[config.mk]
export PLATFORM = sky130hd
export DESIGN_NAME = rsa_xcel_naive_modexp_ctrl
export DESIGN_NICKNAME = d
export VERILOG_FILES = /design/src/rtl/rsa_xcel_naive_modexp_ctrl.sv
export SDC_FILE = /design/constraint.sdc
export NUM_CORES = 1
export LEC_CHECK = 0
export BUFFER_PORTS_ARGS = -buffer_cell sky130_fd_sc_hd__buf_2
export CORE_MARGIN = 8
export CORE_UTILIZATION = 30
export DETAILED_ROUTE_END_ITERATION = 6
export GPL_ROUTABILITY_DRIVEN = 0
export HOLD_SLACK_MARGIN = 0.02
export MAX_ROUTING_LAYER = met4
export SYNTH_ARGS = -nofsm -noshare
export SYNTH_HDL_FRONTEND = slang
export SYNTH_SLANG_ARGS = --single-unit
export TNS_END_PERCENT = 50
[constraint.sdc]
create_clock -name clk -period 4.7 [get_ports clk]
set_input_delay 0.47 -clock clk [delete_from_list [all_inputs] [get_ports clk]]
set_output_delay 0.47 -clock clk [all_outputs]
set_load 0.03 [all_outputs]
[src/rtl/rsa_xcel_naive_modexp_ctrl.sv]
`default_nettype none
// ============================================================================
// Module   : rsa_xcel_naive_modexp_ctrl
// Brief    : Right-to-left square-and-multiply modular exponentiation
//            controller driving an external multiply-remainder unit.
// Revision : 1.0
// ============================================================================

module rsa_xcel_naive_modexp_ctrl #(
    parameter int nbits = 32
) (
    input  logic               clk,
    input  logic               reset,
    input  logic [3*nbits-1:0] istream_msg,
    input  logic               istream_val,
    output logic               istream_rdy,
    output logic [nbits-1:0]   ostream_msg,
    output logic               ostream_val,
    input  logic               ostream_rdy,
    output logic [3*nbits-1:0] mr_req_msg,
    output logic               mr_req_val,
    input  logic               mr_req_rdy,
    input  logic [nbits-1:0]   mr_resp_msg,
    input  logic               mr_resp_val,
    output logic               mr_resp_rdy,
    output logic               busy
);

    localparam logic [nbits-1:0] c_one = nbits'(1);

    typedef enum logic [3:0] {
        S_IDLE       = 4'd0,
        S_RED_B_REQ  = 4'd1,
        S_RED_B_WAIT = 4'd2,
        S_RED_R_REQ  = 4'd3,
        S_RED_R_WAIT = 4'd4,
        S_CHECK      = 4'd5,
        S_MUL_REQ    = 4'd6,
        S_MUL_WAIT   = 4'd7,
        S_SQR_REQ    = 4'd8,
        S_SQR_WAIT   = 4'd9,
        S_DONE       = 4'd10
    } state_t;

    state_t           r_state;
    logic [nbits-1:0] r_n;
    logic [nbits-1:0] r_e;
    logic [nbits-1:0] r_b;
    logic [nbits-1:0] r_r;
    logic [3*nbits-1:0] w_req_msg;

    always_ff @(posedge clk or negedge reset) begin
        if (!reset) begin
            r_state <= S_IDLE;
            r_n     <= '0;
            r_e     <= '0;
            r_b     <= '0;
            r_r     <= '0;
        end else begin
            case (r_state)
                S_IDLE: begin
                    if (istream_val) begin
                        r_n     <= istream_msg[3*nbits-1:2*nbits];
                        r_e     <= istream_msg[2*nbits-1:nbits];
                        r_b     <= istream_msg[nbits-1:0];
                        r_state <= S_RED_B_REQ;
                    end
                end
                S_RED_B_REQ: if (mr_req_rdy) r_state <= S_RED_B_WAIT;
                S_RED_B_WAIT: begin
                    if (mr_resp_val) begin
                        r_b     <= mr_resp_msg;
                        r_state <= S_RED_R_REQ;
                    end
                end
                S_RED_R_REQ: if (mr_req_rdy) r_state <= S_RED_R_WAIT;
                S_RED_R_WAIT: begin
                    if (mr_resp_val) begin
                        r_r     <= mr_resp_msg;
                        r_state <= S_CHECK;
                    end
                end
                S_CHECK: begin
                    if (r_e == '0)
                        r_state <= S_DONE;
                    else if (r_e[0])
                        r_state <= S_MUL_REQ;
                    else
                        r_state <= S_SQR_REQ;
                end
                S_MUL_REQ: if (mr_req_rdy) r_state <= S_MUL_WAIT;
                S_MUL_WAIT: begin
                    if (mr_resp_val) begin
                        r_r <= mr_resp_msg;
                        // Last exponent bit consumed: the trailing square is useless.
                        if (r_e[nbits-1:1] == '0) begin
                            r_e     <= r_e >> 1;
                            r_state <= S_DONE;
                        end else begin
                            r_state <= S_SQR_REQ;
                        end
                    end
                end
                S_SQR_REQ: if (mr_req_rdy) r_state <= S_SQR_WAIT;
                S_SQR_WAIT: begin
                    if (mr_resp_val) begin
                        r_b     <= mr_resp_msg;
                        r_e     <= r_e >> 1;
                        r_state <= S_CHECK;
                    end
                end
                S_DONE: if (ostream_rdy) r_state <= S_IDLE;
                default: r_state <= S_IDLE;
            endcase
        end
    end

    always_comb begin
        w_req_msg = '0;
        case (r_state)
            S_RED_B_REQ: w_req_msg = {r_n, r_b, c_one};
            S_RED_R_REQ: w_req_msg = {r_n, c_one, c_one};
            S_MUL_REQ:   w_req_msg = {r_n, r_r, r_b};
            S_SQR_REQ:   w_req_msg = {r_n, r_b, r_b};
            default:     w_req_msg = '0;
        endcase
    end

    // Reset gating keeps istream_rdy low while IDLE is being forced.
    assign istream_rdy = (r_state == S_IDLE) && reset;
    assign busy        = (r_state != S_IDLE);
    assign ostream_val = (r_state == S_DONE);
    assign ostream_msg = r_r;
    assign mr_req_msg  = w_req_msg;
    assign mr_req_val  = (r_state == S_RED_B_REQ) || (r_state == S_RED_R_REQ) ||
                         (r_state == S_MUL_REQ)   || (r_state == S_SQR_REQ);
    assign mr_resp_rdy = (r_state == S_RED_B_WAIT) || (r_state == S_RED_R_WAIT) ||
                         (r_state == S_MUL_WAIT)   || (r_state == S_SQR_WAIT);

endmodule

`default_nettype wire

# After elaboration in Yosys (flattened, before gate mapping)
# Index checks and enable logic that the tools add are counted.
# totals
reg_bits	132
input_bits	134
out_inout_bits	133
# classes
n_eq_ne	22
n_mux	22
n_reduce_logical	21
# op_table
operator	n
96-bit one-hot mux with 4 select lines	1
32-bit 2-to-1 mux	6
32-bit one-hot mux with 3 select lines	1
32-bit one-hot mux with 2 select lines	1
4-bit 2-to-1 mux	11
4-bit one-hot mux with 10 select lines	1
32-bit logical NOT	1
31-bit logical NOT	1
2-bit inequality test, second input constant	9
4-bit by 3-bit equality test with 1-bit output, second input constant	4
4-bit equality test, second input constant	3
9-bit AND reduction	1
4-bit by 2-bit equality test with 1-bit output, second input constant	2
1-bit logical OR	6
2-bit by 1-bit inequality test with 1-bit output, second input constant	3
2-bit OR reduction	3
5-bit AND reduction	1
4-bit by 1-bit equality test with 1-bit output, second input constant	1
4-bit logical NOT	1
2-bit AND reduction	2
4-bit nonzero test	1
3-bit AND reduction	1
3-bit nonzero test	1
2-bit 2-to-1 mux	1
2 further kinds	2

# Depth between registers and ports, before layout
# Gate-level depths: netlist of run 1.
# depth
depth_word	4
ltp_mapped	7

# Least setup slack after synthesis of run 1
# No wires, ideal clock.
# synth_path
path_kind	register to output
from	register r_state[1]
to	output port mr_req_msg[64]
arrival_ns	1.912
required_ns	4.230
path_slack_ns	2.318
stages_incl_launch_ff	7
path_cell_list	dfrtp_1 -> buf_4 -> or3b_1 -> a21oi_2 -> a21oi_2 -> buf_2 -> nor2b_1
# synth_via
elab_chain_cells	2
# synth_lines
element	line_no	rtl
from (decl)	45	state_t r_state;
from (signal assigned)	54	r_state <= S_IDLE;
from (signal assigned)	66	r_state <= S_RED_B_REQ;
from (signal assigned)	69	S_RED_B_REQ: if (mr_req_rdy) r_state <= S_RED_B_WAIT;
4-bit equality test, or another cell as far along	120	case (r_state)
96-bit one-hot mux with 4 select lines (*)	120	
to (decl)	20	output logic [3*nbits-1:0] mr_req_msg,
# Mark *: on every way between the ends. The rest lies on a longest branch, timed or not.

# Worst setup path after layout of run 1
# layout_path
from	register r_state[3]
to	output port mr_req_msg[76]
# Same word-level chain as after synthesis.

==> out/results.tsv, run 1 <==
stage	metric	value	unit
status	status	complete, no violations	
power	Worst VDD drop	0.000365	V
sta	FMAX	298	MHz
clock_tree	clock latency on the worst-skew pair	410	ps
global_route	total track usage	14.4	%
clock_tree	post-CTS sizing	0	
setup_path	highest cell delay on the worst timing path	820	ps
clock_tree	TritonCTS Sinks	132	
synth	register bit total from synthesis	132	
power	PwrDens	807	nW/um^2
clock_tree	H-Tree Level Count	4	
sta	RSZ-0062 raised after global routing	no	
synth	post-synthesis sequential area ratio	47.5	%
clock_tree	post-CTS setup buffer count	0	
synth	Distinct cells, synth	47	
setup_path	CP max stage cell	dfrtp_1	
clock_tree	CTS tree	built	
setup_path	CP max FO	33	
clock_tree	Clk pin slew, worst setup/hold paths	60	ps
worst_hold_path	worst hold-check path type	input port to async pin	
clock_tree	CTS Buf Count	17	
sta	skew final	10.6	ps
placement	placed instance area	8510	sq um
routing	DRC	0	
sta	post-route setup TNS	0	ps
global_route	first-pass GRT wire length	32000	microns
placement	HPWL Detailed	14500	microns
power	switch share	43.9	%
global_route	antenna violations before repair	6	
power	NetSw	3.24	mW
finish	share of layout cells above drive strength 1	50.1	%
synth	Syn Area/Cell	12.0	sq um
floorplanning	die area	28300	sq um
setup_path	R2R Path Start	r_state[3]	
setup_path	crit path kind	register to primary output	
setup_path	Worst EP arrival	2890	ps
clock_tree	cts hold-fix bufs	0	
clock_tree	CTS root buf	clkbuf_16	
routing	post-route antenna net violation count	0	
routing	initial detailed-routing violation count	201	
global_route	Remaining Overflow, GRT	0	
setup_path	crit path capture type	primary output	
clock_tree	clk buf depth	2	
synth	Mapped Cells	578	
floorplanning	cell row count	55	
setup_path	CP cell instances	or3b_1 -> a21oi_2 -> buf_4 -> a21oi_2 -> buf_4 -> nor2b_1 -> buf_2	
floorplanning	Starting Density	30.7	%
power	Comb power frac	50.8	%
routing	vias per cell	4.71	
power	internal power	4.15	mW
sta	Worst-Margin Slew	885	ps
setup_path	Crit path required time	4230	ps
placement	port buffer count	266	
setup_path	Startpoint Class	register	
sta	Fin. Hold Viols	0	
floorplanning	CORE AREA	22700	sq um
synth	syn_nets	712	
global_route	largest net degree at the start of global routing	68	
finish	area grow syn2layout	31.5	%
global_route	number of global-route vias before repair	5829	
sta	Worst slew margin	41.0	%
finish	Filler cells	2269	
sta	Finish-stage setup viols	0	
floorplanning	height of the die	168	microns
power	Seq pwr share	29.9	%
power	static leakage	4.56	nW
routing	drt pass-1 iters	4	
run	max_cap viols	0	
floorplanning	Die X	168	microns
floorplanning	IO Count	267	
finish	post-layout net count	967	
routing	drt wl/cell	17.5	microns
power	clock share of power	19.3	%
sta	Final period util	71.4	%
setup_path	crit path from	r_state[3]	
synth	Synth Cell Area	6960	sq um
finish	Final Cell Area	9160	sq um
routing	Routed WL	19900	microns
synth	Warnings, synthesis	0	
sta	crit path time final	3360	ps
routing	vias	5356	
sta	Max Slew Vio Count	0	
-- cells by family after synthesis --
logic type	after synthesis	synth area share, %
flip-flops	132	47.5
AO/OA/AOI/OAI	92	9.83
buffers and inverters	47	4.01
multiplexers	158	26.5
AND/OR/NAND/NOR	147	11.9
XOR/XNOR	2	0.252
-- metal layers --
layer,vias up,global-route usage (%),share of wire [%]
met5,-,-,0
met4,0,3.14,0.65
met3,8,5.24,7.8
met2,186,23.4,47
met1,2589,17.0,45
li1,2573,-,-
-- power groups by stage --
| stage | clock network (mW) | logic (mW) | registers [mW] |
|---|---|---|---|
| floorplan | 0 | 2.75 | 2.29 |
| global placement | 0 | 3.77 | 2.21 |
| detailed placement | 0 | 3.81 | 2.23 |
| CTS | 1.48 | 3.82 | 2.21 |
| global route | 1.53 | 4.05 | 2.30 |
| finish | 1.43 | 3.75 | 2.21 |
-- worst max-delay path, delay by kind of cell, from the launching register on --
family	cells	cell delay (ps)
AOI/OAI and AO/OA	2	190
buffers and inverters	3	830
and+or+nand+nor	2	610
DFF	1	820
-- placed cells by master (no fill, tap or decap), types with 3 or more instances in the layout --
master / synthesis / final
a21oi_1: 4 / 4
nor2_1: 7 / 7
buf_2: 16 / 265
mux2_1: 25 / 25
dfrtp_1: 132 / 132
clkbuf_16: 0 / 17
and2_1: 32 / 32
nor4_1: 7 / 7
mux2i_1: 33 / 33
buf_4: 4 / 11
mux2_2: 71 / 71
bufinv_16: 0 / 4
nor2b_1: 35 / 35
nand2_1: 45 / 45
inv_1: 6 / 6
o21ai_0: 4 / 4
a22o_1: 31 / 31
o21ai_1: 32 / 32
diode_2: 0 / 6
a21oi_2: 4 / 4
nor3_1: 7 / 5
mux2_4: 29 / 29
clkinv_4: 0 / 3
-- Yosys cell counts (all sizes together) --
cell type | count | area [sq um]
a21boi | 2 | 30.0
xnor2 | 1 | 8.76
dfrtp | 132 | 3300
mux2i | 33 | 330
mux2 | 125 | 1520
or3b | 2 | 17.5
a31oi | 2 | 12.5
a21o | 1 | 7.51
nand4 | 2 | 12.5
and3 | 1 | 6.26
nand3b | 2 | 15.0
a21oi | 9 | 71.3
nand4b | 3 | 41.3
nor2 | 7 | 26.3
and2b | 1 | 10.0
a22oi | 1 | 7.51
o221ai | 1 | 8.76
o22ai | 1 | 6.26
buf | 30 | 215
nand2 | 45 | 169
o21ai | 38 | 198
a22o | 31 | 272
inv | 6 | 22.5
o32ai | 1 | 8.76
xor2 | 1 | 8.76
o32a | 1 | 10.0
and2 | 32 | 200
clkbuf | 11 | 41.3
o41ai | 2 | 32.5
o31ai | 2 | 20.0
nor4 | 8 | 65.1
nor2b | 35 | 219
nand2b | 2 | 12.5
nor3 | 7 | 35.0
-- area by class of cell --
cell class / instances / area (sq um) / share of cell area, %
Inverter: 6 / 22.5 / 0.246
Sequential cell: 132 / 3300 / 36.1
Multi-Input combinational cell: 399 / 3400 / 37.2
Tap cell: 285 / 357 / 3.89
Clock buffer: 21 / 460 / 5.03
Timing Repair Buffer: 277 / 1420 / 15.5
Antenna cell: 6 / 15.0 / 0.164
Clock inverter: 11 / 175 / 1.91
-- sequential cells by signal, indices dropped and copies added, names as in the netlist --
name,cells
r_n,32
ostream_msg,32
r_b,32
r_e,32
r_state,4
-- metrics by stage --
stage	worst slack (ps)	hold WS, ps	total power, mW	cells	util [%]
after floorplan	2320	174	5.03	578	-
after global placement	1670	480	5.98	1099	37.5
after detailed placement	1610	484	6.04	1099	37.5
after CTS	1310	56.7	7.51	1131	40.3
after global routing	1120	71.7	7.88	1137	40.3
final	1340	37.2	7.39	1137	40.3
-- worst paths after layout --
check	endpoint	slack (ps)	cells past startpoint
worst min register to register	r_n[7]	500	1
worst max-delay path	mr_req_msg[76]	1340	7
worst min-delay path	r_e[20]	40	1
max in group asynchronous	r_e[13]	3260	2
min in group clk	r_n[16]	290	2
worst max register to register	r_e[0]	1630	7
Note: power is estimated with default switching activity, not from simulation.
==> inputs of run 2 (changes only) <==
==> constraint.sdc (replaced) <==
create_clock -name clk -period 2.77 [get_ports clk]
set_input_delay 0.277 -clock clk [delete_from_list [all_inputs] [get_ports clk]]
set_output_delay 0.277 -clock clk [all_outputs]
set_load 0.03 [all_outputs]
==> out/results.tsv, run 2 (synthesized netlist as in run 1, its figures left out) <==
stage	metric	value	unit
clock_tree	H-Tree Level Count	4	
sta	Max Slew Vio Count	0	
routing	initial detailed-routing violation count	232	
clock_tree	clk buf depth	2	
floorplanning	height of the die	168	microns
placement	port buffer count	266	
clock_tree	CTS root buf	clkbuf_16	
sta	RSZ-0062 raised after global routing	no	
setup_path	Startpoint Class	register	
finish	most frequent cells in the layout	buf_2, dfrtp_1, mux2_2	
finish	footprint of the multi-input gates	3400	sq um
sta	Finish-stage setup viols	0	
status	status	complete, no violations	
sta	post-route setup slack	183	ps
floorplanning	die area	28300	sq um
global_route	largest net degree at the start of global routing	71	
clock_tree	TritonCTS Sinks	132	
global_route	number of global-route vias before repair	5780	
sta	Final period util	93.4	%
finish	commonest non-fill, non-tap cell in the layout	buf_2	
floorplanning	cell row count	55	
sta	post-route setup TNS	0	ps
power	Worst VDD drop	0.000614	V
global_route	antenna violations before repair	5	
sta	Fin. Hold Viols	0	
placement	pre-CTS setup slack	395	ps
global_route	total track usage	14.4	%
placement	placed instance area	8610	sq um
floorplanning	Starting Density	30.7	%
run	max_cap viols	0	
placement	HPWL Detailed	14600	microns
routing	vias per cell	4.74	
global_route	first-pass GRT wire length	31800	microns
setup_path	crit path capture type	primary output	
routing	Routed WL	20100	microns
setup_path	Worst EP arrival	2310	ps
setup_path	crit path kind	register to primary output	
clock_tree	CTS tree	built	
sta	Worst slew margin	50.0	%
routing	drt pass-1 iters	4	
finish	post-layout net count	977	
sta	skew final	8.11	ps
sta	crit path time final	2590	ps
power	static leakage	4.60	nW
finish	Register Area	3310	sq um
floorplanning	IO Count	267	
routing	post-route antenna net violation count	0	
floorplanning	CORE AREA	22700	sq um
clock_tree	Clk pin slew, worst setup/hold paths	60	ps
worst_hold_path	worst hold-check path type	input port to register	
routing	DRC	0	
routing	drt wl/cell	17.5	microns
global_route	Remaining Overflow, GRT	0	
clock_tree	CTS Buf Count	17	
finish	share of layout cells above drive strength 1	51.1	%
finish	Final Cell Area	9240	sq um
setup_path	Crit path required time	2490	ps
routing	vias	5430	
sta	Worst-Margin Slew	747	ps
power	PwrDens	1360	nW/um^2
setup_path	CP max FO	31	
finish	Filler cells	2220	
floorplanning	Die X	168	microns
sta	FMAX	387	MHz
clock_tree	clock latency on the worst-skew pair	410	ps
finish	area grow syn2layout	32.8	%
## run 2: routing by layer
layer  part of all wire, %  up-vias  global-route usage [%]
met1                    44     2616                    16.9
met5                     0        -                       -
met2                    47      190                    22.9
met3                   8.5       11                    5.75
met4                  0.76        0                    3.18
li1                      -     2613                       -
## run 2: repair_timing
action                                  in CTS  in global routing
endpoints found under the hold margin       22                  0
resized for setup                            1                  3
buffers inserted                             0                  0
endpoints found under the setup margin       4                  8
hold buffers                                 1                  0
## run 2: cell type report
class                           instances  area share (%)
Sequential cell                       132            35.8
Tap cell                              285            3.86
Timing Repair Buffer                  287            16.7
Inverter                                6           0.244
Clock buffer                           17            4.60
Antenna cell                            5           0.135
Clock inverter                         15            1.86
Multi-Input combinational cell        399            36.8
## run 2: path summary, 6_finish.rpt
path,start,endpoint,slack [ps],depth (start not counted)
max in group asynchronous,reset,r_b[25],1670,3
setup / recovery,r_state[0],mr_req_msg[50],180,7
hold / removal,istream_msg[92],r_n[28],90,2
hold reg to reg,r_n[5],r_n[5],500,1
setup reg to reg,r_state[0],r_e[0],510,5
min in group asynchronous,reset,r_e[24],270,2
## run 2: report_power, final
| group | total (mW) | internal [mW] | switching (mW) |
|---|---|---|---|
| registers | 3.68 | 2.92 | 0.758 |
| clock network | 2.29 | 1.35 | 0.943 |
| logic | 6.55 | 2.64 | 3.91 |
## run 2: worst max-delay path: stages, from the launching register on
cell and delay [ps]:
dfrtp_1 490, buf_4 220, inv_1 140, nand2_1 150
nor3_2 150, buf_6 290, a22o_1 230, buf_2 210
## run 2: through the flow
| stage | hold WS, ps | cells | utilization (%) | total power [mW] |
|---|---|---|---|---|
| floorplan | -18.6 | 578 | - | 8.54 |
| global placement | 156 | 1108 | 37.9 | 10.3 |
| detailed placement | 150 | 1108 | 37.9 | 10.4 |
| CTS | 58.0 | 1141 | 40.6 | 12.7 |
| global route | 63.1 | 1146 | 40.7 | 13.4 |
| finish | 88.6 | 1146 | 40.7 | 12.5 |
==> inputs of run 3 (changes only) <==
--- a/config.mk
+++ b/config.mk
@@ -6,12 +6,16 @@
 export NUM_CORES = 1
 export LEC_CHECK = 0
 export BUFFER_PORTS_ARGS = -buffer_cell sky130_fd_sc_hd__buf_2
+export CELL_PAD_IN_SITES_DETAIL_PLACEMENT = 1
+export CELL_PAD_IN_SITES_GLOBAL_PLACEMENT = 2
 export CORE_MARGIN = 8
-export CORE_UTILIZATION = 30
+export CORE_UTILIZATION = 28
 export DETAILED_ROUTE_END_ITERATION = 6
 export GPL_ROUTABILITY_DRIVEN = 0
+export GPL_TIMING_DRIVEN = 0
 export HOLD_SLACK_MARGIN = 0.02
 export MAX_ROUTING_LAYER = met4
+export PLACE_DENSITY_LB_ADDON = 0.1
 export SYNTH_ARGS = -nofsm -noshare
 export SYNTH_HDL_FRONTEND = slang
 export SYNTH_SLANG_ARGS = --single-unit
==> out/results.tsv, run 3 (synthesized netlist as in run 1, its figures left out) <==
stage	metric	value	unit
sta	Worst-Margin Slew	713	ps
setup_path	crit path capture type	primary output	
setup_path	CP cell instances	buf_4 -> or3b_1 -> a21oi_4 -> a21oi_2 -> buf_4 -> nor2b_1 -> clkbuf_4	
global_route	number of global-route vias before repair	6367	
clock_tree	CTS Buf Count	17	
clock_tree	clk buf depth	2	
finish	footprint of the multi-input gates	3400	sq um
setup_path	highest cell delay on the worst timing path	440	ps
global_route	met2 layer usage reported by global route	25.5	%
clock_tree	TritonCTS Sinks	132	
global_route	Remaining Overflow, GRT	0	
floorplanning	IO Count	267	
placement	pre-CTS setup slack	30.1	ps
placement	Placed Cells	1169	
finish	final design utilization	38.7	%
finish	area grow syn2layout	35.4	%
placement	placed instance area	8730	sq um
clock_tree	clock latency on the worst-skew pair	420	ps
clock_tree	H-Tree Level Count	4	
placement	HPWL Detailed	18400	microns
power	static leakage	4.68	nW
routing	initial detailed-routing violation count	229	
clock_tree	Clk pin slew, worst setup/hold paths	70	ps
finish	Layout Cells excl Fill	1211	
global_route	GR Util met1	20.2	%
global_route	GRT met3 Usage	4.62	%
finish	most frequent cells in the layout	buf_2, dfrtp_1, mux2_2	
setup_path	Crit path required time	2490	ps
sta	Final period util	96.4	%
setup_path	Worst EP arrival	2390	ps
clock_tree	CTS root buf	clkbuf_16	
sta	skew final	22.1	ps
setup_path	CP max FO	10	
clock_tree	CTS tree	built	
routing	drt pass-1 iters	4	
power	Worst VDD drop	0.000558	V
finish	Final Cell Area	9430	sq um
placement	port buffer count	266	
finish	share of layout cells above drive strength 1	51.5	%
routing	drt wl/cell	20.1	microns
routing	post-route antenna net violation count	0	
sta	Worst slew margin	52.5	%
floorplanning	Die X	174	microns
global_route	antenna violations before repair	7	
setup_path	R2R Setup Slk	590	ps
power	PwrDens	1380	nW/um^2
routing	DRC	0	
global_route	gr busiest metal	met2	
floorplanning	cell row count	57	
setup_path	crit path kind	register to primary output	
finish	Register Area	3300	sq um
global_route	first-pass GRT wire length	37800	microns
setup_path	CP max stage cell	or3b_1	
routing	vias per cell	4.64	
floorplanning	CORE AREA	24400	sq um
finish	Filler cells	2741	
global_route	largest net degree at the start of global routing	69	
sta	WHS	92.7	ps
run	max_cap viols	0	
sta	FMAX	374	MHz
floorplanning	Starting Density	28.5	%
floorplanning	height of the die	174	microns
sta	crit path time final	2670	ps
finish	commonest non-fill, non-tap cell in the layout	buf_2	
setup_path	Startpoint Class	register	
routing	vias	5622	
setup_path	CP most frequent cell	buf_4	
sta	post-route setup slack	99.1	ps
sta	Fin. Hold Viols	0	
sta	RSZ-0062 raised after global routing	yes	
floorplanning	die area	30200	sq um
status	status	complete, no violations	
routing	Routed WL	24300	microns
sta	Finish-stage setup viols	0	
finish	post-layout net count	1001	
sta	Max Slew Vio Count	0	
worst_hold_path	worst hold-check path type	input port to register	
global_route	total track usage	16.3	%
## run 3: routing by layer
layer  wire length, microns  part of all wire [%]
met2                  11400                    47
met4                    297                   1.2
met3                   1380                   5.7
met5                      0                     0
met1                  11200                    46
## run 3: what timing repair did
action	4_1_cts	5_1_grt
resized for setup	10	10
setup endpoints to repair	81	40
endpoints found under the hold margin	65	0
hold buffers	1	0
buffers inserted	2	0
pin swaps	1	0
## run 3: final timing paths
| path | from | to | cells after the start |
|---|---|---|---|
| max in group asynchronous | reset | r_state[3] | 3 |
| worst min-delay path | istream_msg[69] | r_n[5] | 2 |
| min in group asynchronous | reset | ostream_msg[19] | 2 |
| worst min register to register | r_n[0] | r_n[0] | 1 |
| worst max-delay path | r_state[1] | mr_req_msg[81] | 7 |
| worst max register to register | r_state[0] | r_e[3] | 7 |
## run 3: critical path, delay by kind of cell, from the launching register on
family / cells / cell delay (ps)
buf+inv: 3 / 670
flops: 1 / 420
simple gates: 2 / 600
compound gates: 2 / 300
## run 3: power breakdown
part	internal [mW]	total (mW)	switching (mW)
Sequential	2.92	3.60	0.680
Clock	1.43	2.35	0.926
Combinational	2.76	7.02	4.26
Total	7.11	13.0	5.86
## run 3: area by class of cell
cell class                 count  area share (%)
timing repair buffer         270            14.8
clock inverter                14            1.86
multi-input combinational    399            36.1
antenna                        7           0.186
tap                          324            4.30
clock buffer                  18            4.55
buffer                        41            2.93
inverter                       6           0.239
sequential                   132            35.0
## run 3: per-stage QoR
stage / setup TNS (ps) / power [mW]
floorplan: 0 / 8.54
global placement: -77950 / 10.5
detailed placement: 0 / 10.7
CTS: 0 / 13.2
global route: -107 / 13.8
finish: 0 / 13.0
